**src/rtl/rca_byte_serial_ctrl.sv**
```systemverilog
// Wide unsigned adder built from one shared 8-bit ripple adder, one byte per clock, LSB first.
// Latency: out_valid rises NBYTES cycles after the accept edge. Backpressure: result held in DONE until out_ready.

module rca_2op_8bit (
  input  logic [7:0] a_i,
  input  logic [7:0] b_i,
  input  logic       cin_i,
  output logic [8:0] s_o
);
  logic c;

  always_comb begin
    c   = cin_i;
    s_o = '0;
    for (int i = 0; i < 8; i++) begin
      s_o[i] = a_i[i] ^ b_i[i] ^ c;
      c      = (a_i[i] & b_i[i]) | (c & (a_i[i] ^ b_i[i]));
    end
    s_o[8] = c;
  end
endmodule

module rca_byte_serial_ctrl #(
  parameter int NBYTES = 4
) (
  input  logic                clk,
  input  logic                rst_n,
  input  logic                in_valid,
  output logic                in_ready,
  input  logic [8*NBYTES-1:0] a_in,
  input  logic [8*NBYTES-1:0] b_in,
  input  logic                cin,
  output logic                out_valid,
  input  logic                out_ready,
  output logic [8*NBYTES:0]   sum_out,
  output logic                busy
);
  localparam int W  = 8 * NBYTES;
  localparam int IW = (NBYTES > 1) ? $clog2(NBYTES) : 1;

  localparam logic [1:0] IDLE = 2'd0;
  localparam logic [1:0] RUN  = 2'd1;
  localparam logic [1:0] DONE = 2'd2;

  logic [1:0]    state_q, state_d;
  logic [W-1:0]  a_sh_q, a_sh_d;
  logic [W-1:0]  b_sh_q, b_sh_d;
  logic          carry_q, carry_d;
  logic [IW-1:0] idx_q, idx_d;
  logic [W:0]    sum_q, sum_d;
  logic [8:0]    s;

  rca_2op_8bit u_add (
    .a_i   (a_sh_q[7:0]),
    .b_i   (b_sh_q[7:0]),
    .cin_i (carry_q),
    .s_o   (s)
  );

  always_comb begin
    state_d = state_q;
    a_sh_d  = a_sh_q;
    b_sh_d  = b_sh_q;
    carry_d = carry_q;
    idx_d   = idx_q;
    sum_d   = sum_q;
    case (state_q)
      IDLE: begin
        if (in_valid) begin
          a_sh_d  = a_in;
          b_sh_d  = b_in;
          carry_d = cin;
          idx_d   = '0;
          state_d = RUN;
        end
      end
      RUN: begin
        for (int i = 0; i < NBYTES; i++) begin
          if (idx_q == IW'(i)) sum_d[8*i +: 8] = s[7:0];
        end
        carry_d = s[8];
        a_sh_d  = a_sh_q >> 8;
        b_sh_d  = b_sh_q >> 8;
        idx_d   = idx_q + 1'b1;
        if (idx_q == IW'(NBYTES - 1)) begin
          sum_d[W] = s[8];
          state_d  = DONE;
        end
      end
      DONE: begin
        if (out_ready) state_d = IDLE;
      end
      default: state_d = IDLE;
    endcase
  end

  always_ff @(posedge clk or negedge rst_n) begin
    if (!rst_n) begin
      state_q <= IDLE;
      a_sh_q  <= '0;
      b_sh_q  <= '0;
      carry_q <= 1'b0;
      idx_q   <= '0;
      sum_q   <= '0;
    end else begin
      state_q <= state_d;
      a_sh_q  <= a_sh_d;
      b_sh_q  <= b_sh_d;
      carry_q <= carry_d;
      idx_q   <= idx_d;
      sum_q   <= sum_d;
    end
  end

  assign in_ready  = (state_q == IDLE);
  assign out_valid = (state_q == DONE);
  assign busy      = (state_q != IDLE);
  assign sum_out   = sum_q;
endmodule
```
**config.mk**
```make
export PLATFORM = sky130hd
export DESIGN_NAME = rca_byte_serial_ctrl
export DESIGN_NICKNAME = d
export VERILOG_FILES = /design/src/rtl/rca_byte_serial_ctrl.sv
export SDC_FILE = /design/constraint.sdc
export NUM_CORES = 1
export LEC_CHECK = 0
export ABC_CLOCK_PERIOD_IN_PS = 3600
export CAP_MARGIN = 20
export CORE_MARGIN = 5
export CORE_UTILIZATION = 31
export DETAILED_ROUTE_END_ITERATION = 8
export GPL_ROUTABILITY_DRIVEN = 0
export SYNTH_ARGS = -nofsm -noshare
export SYNTH_HDL_FRONTEND = slang
export SYNTH_HIERARCHICAL = 1
export SYNTH_SLANG_ARGS = --single-unit
```
**constraint.sdc**
```tcl
create_clock -name clk -period 3.6 [get_ports clk]
set_input_delay 0.36 -clock clk [delete_from_list [all_inputs] [get_ports clk]]
set_output_delay 0.36 -clock clk [all_outputs]
set_load 0.1 [all_outputs]
```
Word-level counts from Yosys, hierarchy flattened
Cells that the tools add are included.
{ "word_totals": {"reg_bits": 102, "inputBits": 69, "output_inout_bits": 36, "word_cells": 80} }
{ "op_classes": {"n_addsub": 1, "eq_ne": 8, "n_mux": 12, "bitwise": 40, "n_reduce_logical": 10} }
{ "op_table": {"columns": ["cell", "count"], "rows": [
  ["$pmux 32 s2", 2],
  ["$mux 32", 2],
  ["$and 1x1->1", 16],
  ["$xor 1x1->1", 16],
  ["$reduce_and 2->1", 5],
  ["$mux 2", 4],
  ["$or 1x1->1", 8],
  ["$eq 2x2->1 const B", 3],
  ["$pmux 2 s3", 1],
  ["$eq 2x1->1 const B", 2],
  ["$logic_not 2->1", 2],
  ["$ne 2x2->1 const B", 2],
  ["$pmux 2 s2", 1],
  ["$reduce_bool 2->1", 2],
  ["$reduce_and 3->1", 1],
  ["$add 2x1->2 const B", 1],
  ["$ne 2x1->1 const B", 1],
  ["$pmux 1 s2", 1],
  ["$mux 1", 1]
]} }

Longest topological paths before layout
Gate-level depths: netlist of the first run.
{ "depth": {"word_depth": 18, "depth_mapped": 15, "mapped_depth_nobuf": 14} }

Hierarchy
The synthesis of the first run kept the hierarchy.
{ "modules_own_cells": {"columns": ["module", "instances", "cells_each", "area_per_inst_um2", "seq_area_each_um2"], "rows": [
  ["rca_byte_serial_ctrl", 1, 411, 4710.8, 2552.4],
  ["rca_2op_8bit", 1, 19, 205.2, 0.0]
]} }

Worst setup path after synthesis of the first run
Ideal clock, no wire load.
{ "synth_timing": {"kind": "register to register", "startpoint": "reg a_sh_q[0]", "endpoint": "reg sum_q[15], in the netlist sum_out[15]", "setup_time_ps": 69, "arrival_time_ps": 3608, "required_ps": 3531, "path_slack_ps": -77, "path_stages_with_launch": 14, "n_path_buf": 0, "synth_period_minus_slack_ps": 3677, "path_cell_list": "dfrtp_1 > fa_1 > inv_1 > fa_1 > inv_1 > fa_1 > fa_1 > fa_1 > fa_1 > fa_1 > inv_1 > fa_1 > inv_1 > mux2_4"} }
{ "synth_between": {"elab_chain_len": 16, "word_cells_on_any_way": 17, "classes_between": "17 x bitwise"} }
{ "synth_lines": {"columns": ["element", "line", "rtl"], "rows": [
  ["from (decl)", "46", "logic [W-1:0] a_sh_q, a_sh_d;"],
  ["from (signal assigned)", "107", "a_sh_q <= a_sh_d;"],
  ["$xor 1x1->1", "17", "c = (a_i[i] & b_i[i]) | (c & (a_i[i] ^ b_i[i]));"],
  ["$and 1x1->1", "17", null],
  ["$or 1x1->1 (*)", "17", null],
  ["$and 1x1->1 (*)", "17", null],
  ["$or 1x1->1 (*)", "17", null],
  ["$and 1x1->1 (*)", "17", null],
  ["$or 1x1->1 (*)", "17", null],
  ["$and 1x1->1 (*)", "17", null],
  ["$or 1x1->1 (*)", "17", null],
  ["$and 1x1->1 (*)", "17", null],
  ["$or 1x1->1 (*)", "17", null],
  ["$and 1x1->1 (*)", "17", null],
  ["$or 1x1->1 (*)", "17", null],
  ["$and 1x1->1 (*)", "17", null],
  ["$or 1x1->1 (*)", "17", null],
  ["$xor 1x1->1 (*)", "16", "s_o[i] = a_i[i] ^ b_i[i] ^ c;"],
  ["via s[7]", "51", "logic [8:0] s;"],
  ["to (signal assigned)", "111", "sum_q <= sum_d;"],
  ["to (decl)", "50", "logic [W:0] sum_q, sum_d;"]
]} }
Mark *: on every way through the listed nets, which the timed path passes. The rest lies on a longest branch.
A chain may end at the register's enable or synchronous reset.

Final worst setup path of the first run
{ "layout_timing": {"startpoint": "reg a_sh_q[0]", "endpoint": "reg sum_q[7], in the netlist sum_out[7]"} }
Same word-level chain as after synthesis.

==> results of run 1 <==
[stage by stage]
step	hold WS, ps	utilization (%)
finish	8.197	41.06
global route	46.00	41.06
CTS	27.18	41.06
detailed placement	399.0	38.76
global placement	392.7	38.76
floorplan	64.41	-
[layer usage]
metal,vias up,track usage [%],wire (um)
met5,-,0,13
met4,2,4.535,218
met3,19,3.368,807
met2,115,23.70,6250
met1,1856,19.89,6078
li1,1767,-,-
[synthesized netlist by cell type (all sizes together)]
cell / number
ha: 4
nand2: 21
o21ai: 35
nor2b: 1
nand2b: 4
and2b: 1
o32ai: 21
nor2: 25
o31ai: 1
nor3: 66
clkbuf: 15
fa: 8
a21oi: 1
nand3b: 6
inv: 14
o221a: 6
or2: 1
dfrtp: 102
mux2: 33
o22ai: 43
buf: 22
[flip-flops by register name, summed over array words and instances, names as in the netlist]
signal,flops
state_q,2
carry_q,1
sum_out,33
b_sh_q,32
a_sh_q,32
idx_q,2
[worst max-delay path, cell delays in order (launching register included)]
cell	delay (ps)
sky130_fd_sc_hd__dfrtp_1	400
sky130_fd_sc_hd__fa_2	390
sky130_fd_sc_hd__inv_2	60
sky130_fd_sc_hd__fa_2	180
sky130_fd_sc_hd__inv_2	40
sky130_fd_sc_hd__fa_2	330
sky130_fd_sc_hd__fa_2	350
sky130_fd_sc_hd__fa_2	370
sky130_fd_sc_hd__fa_2	370
sky130_fd_sc_hd__fa_2	350
sky130_fd_sc_hd__inv_2	60
sky130_fd_sc_hd__fa_1	400
sky130_fd_sc_hd__inv_2	90
sky130_fd_sc_hd__mux2_4	140
[how the worst min path moves through the flow]
stage               cells past startpoint  startpoint          end
floorplan                               0       rst_n    a_sh_q[0]
CTS                                     1       rst_n  sum_out[26]
detailed placement                      1       rst_n  sum_out[26]
global route                            1       rst_n  sum_out[26]
global placement                        1       rst_n  sum_out[26]
finish                                  1       rst_n  sum_out[26]
[what timing repair did]
item | 4_1_cts | 5_1_grt
setup endpoints to repair | 5 | 5
pin swaps | 4 | 2
resized for setup | 8 | 0
[logic make-up (layout without fill, tap and decap cells)]
family | after synthesis | count (layout) | synth area share (%)
compound gates | 107 | 107 | 14.41
fa+ha+maj | 12 | 12 | 4.276
buf+inv | 51 | 146 | 5.676
flops | 102 | 102 | 51.92
mux | 33 | 33 | 10.08
simple gates | 125 | 125 | 13.64
[area by class of cell]
| class | instances | area, um^2 | area share (%) |
|---|---|---|---|
| clock buffer | 11 | 242.7 | 3.763 |
| clock inverter | 5 | 106.4 | 1.649 |
| inverter | 14 | 52.55 | 0.8146 |
| multi-input combinational | 277 | 2105 | 32.62 |
| sequential | 102 | 2554 | 39.58 |
| tap | 216 | 270.3 | 4.189 |
| timing repair buffer | 116 | 1121 | 17.38 |
==> results.json, run 1 <==
{
  "ioPinCount": 105,
  "floorplan_core_area_um2": 15710,
  "clock.fmax_ghz": 0.2784,
  "preCtsSetupSlack_ps": -142.2,
  "grt_pass1_vias": 3877,
  "tritoncts_num_sinks": 102,
  "post_drt_wl_per_cell_um": 18.04,
  "finalMaxSlewViolations": 0,
  "drc_marker_count_from_the_first_detailed_route_iteration": 254,
  "area.growth.synth_to_final_pct": 31.23,
  "worstSetupStartpoint": "a_sh_q[0]",
  "ys_seq_elements": 102,
  "num-nets-final": 601,
  "first_pass_grt_wire_length_um": 21480,
  "vias_after_detailed_routing": 3759,
  "top_post_synthesis_cells_by_area": "sky130_fd_sc_hd__dfrtp_1 52%, sky130_fd_sc_hd__mux2_4 10%, sky130_fd_sc_hd__nor3_1 6.6%",
  "layout_common_cells": "101 x sky130_fd_sc_hd__dfrtp_1, 100 x sky130_fd_sc_hd__clkdlybuf4s50_1, 65 x sky130_fd_sc_hd__nor3_1",
  "dp_hpwl_um": 9573,
  "crit_path_end": "sum_out[7]",
  "outcome": "finished clean",
  "crit_required_ps": 3880,
  "synth.distinct_cells": 29,
  "timing.reg2reg.setup_slack_ps": 8,
  "die_h_um": 135.9,
  "vias_per_cell": 5.073,
  "postCtsHoldBufs": 0,
  "antenna_found_initial": 1,
  "io_buffer_count": 104,
  "synth_sequential_area_ratio_pct": 51.92,
  "synth.largest_area_cell": "sky130_fd_sc_hd__dfrtp_1",
  "layout-drive-gt1-share_pct": 17.71,
  "layout_worst_path_cycle_share_pct": 99.79,
  "antenna_cells_inserted": 0,
  "setup-tns-final_ps": 0,
  "slew_headroom_pct": 34.37,
  "buffers_inserted_by_post_cts_timing_repair": 0,
  "cts.path.max_buffers": 2,
  "routed_wirelength_um": 13370,
  "globalRouteOverflowTotal": 0,
  "critical_path_launch_point_type": "register",
  "die_area_um2": 18480,
  "finalCriticalPeriod_ps": 3592,
  "synth.net_count": 511,
  "timing.critical_path.fanout_max": 4,
  "final-instance-count-excl-fill": 741,
  "synthesis.instances": 430,
  "clk_latency_ps": 340,
  "timing.rr.end": "sum_out[7]",
  "die_w_um": 135.9,
  "max_slew.worst_pin.slew_ps": 981.4,
  "timing.max_cap.violations": 0,
  "fillers": 1528,
  "setup_slack_ps": 7.562,
  "clock_tree.root_cell": "sky130_fd_sc_hd__clkbuf_16",
  "data_arrival_time_at_the_worst_slack_endpoint_ps": 3880,
  "timing.final.hold_violations": 0,
  "final-setup-viol-count": 0,
  "drcViolationCount": 0,
  "grt_util_all_layers_pct": 14.74,
  "syn_avg_cell_area_um2": 11.43,
  "grt_setup_unrepaired": "true",
  "critical_path.endpoint_type": "register",
  "place_area_um2": 6090,
  "number_of_placed_instances_with_taps_included": 725,
  "detailedRoute.firstPassIterationCount": 4,
  "initial_util_pct": 31.29,
  "final_area_um2": 6451,
  "cts-buffers-inserted": 9,
  "leading_cell_type_in_the_layout_fill_and_taps_excluded": "sky130_fd_sc_hd__dfrtp_1",
  "cts.clk_slew.worst_paths_ps": 70,
  "critical_path.reg2reg.startpoint": "a_sh_q[0]",
  "synth_warnings": 6,
  "std_cell_rows": 46,
  "netlist.area_leader.share_pct": 51.92,
  "synthesis.area_um2": 4916,
  "tritoncts": "yes",
  "number_of_antenna_violating_nets_in_the_routed_design": 0,
  "grt_max_degree": 47,
  "worstHoldPathType": "input pin to asynchronous set/reset pin",
  "worst-setup-path-type": "register to register",
  "worst_r2r_path_depth": 13,
  "htree_levels": 3,
  "setup_clock_skew_after_layout_ps": 7.243
}
Power of run 1 is left out: the tool's default activity adds up to more than one toggle a clock period on the data nets, which glitch-free logic cannot reach.
==> inputs of run 2 (changes only) <==
--- a/config.mk
+++ b/config.mk
@@ -11,6 +11,8 @@
 export CORE_UTILIZATION = 31
 export DETAILED_ROUTE_END_ITERATION = 8
 export GPL_ROUTABILITY_DRIVEN = 0
+export HOLD_SLACK_MARGIN = 0.02
+export SLEW_MARGIN = 20
 export SYNTH_ARGS = -nofsm -noshare
 export SYNTH_HDL_FRONTEND = slang
 export SYNTH_HIERARCHICAL = 1
==> results of run 2 <==
Same layout as run 1: the final DEF is identical, and so are final timing and power.
Power of run 2 is left out for the same reason.
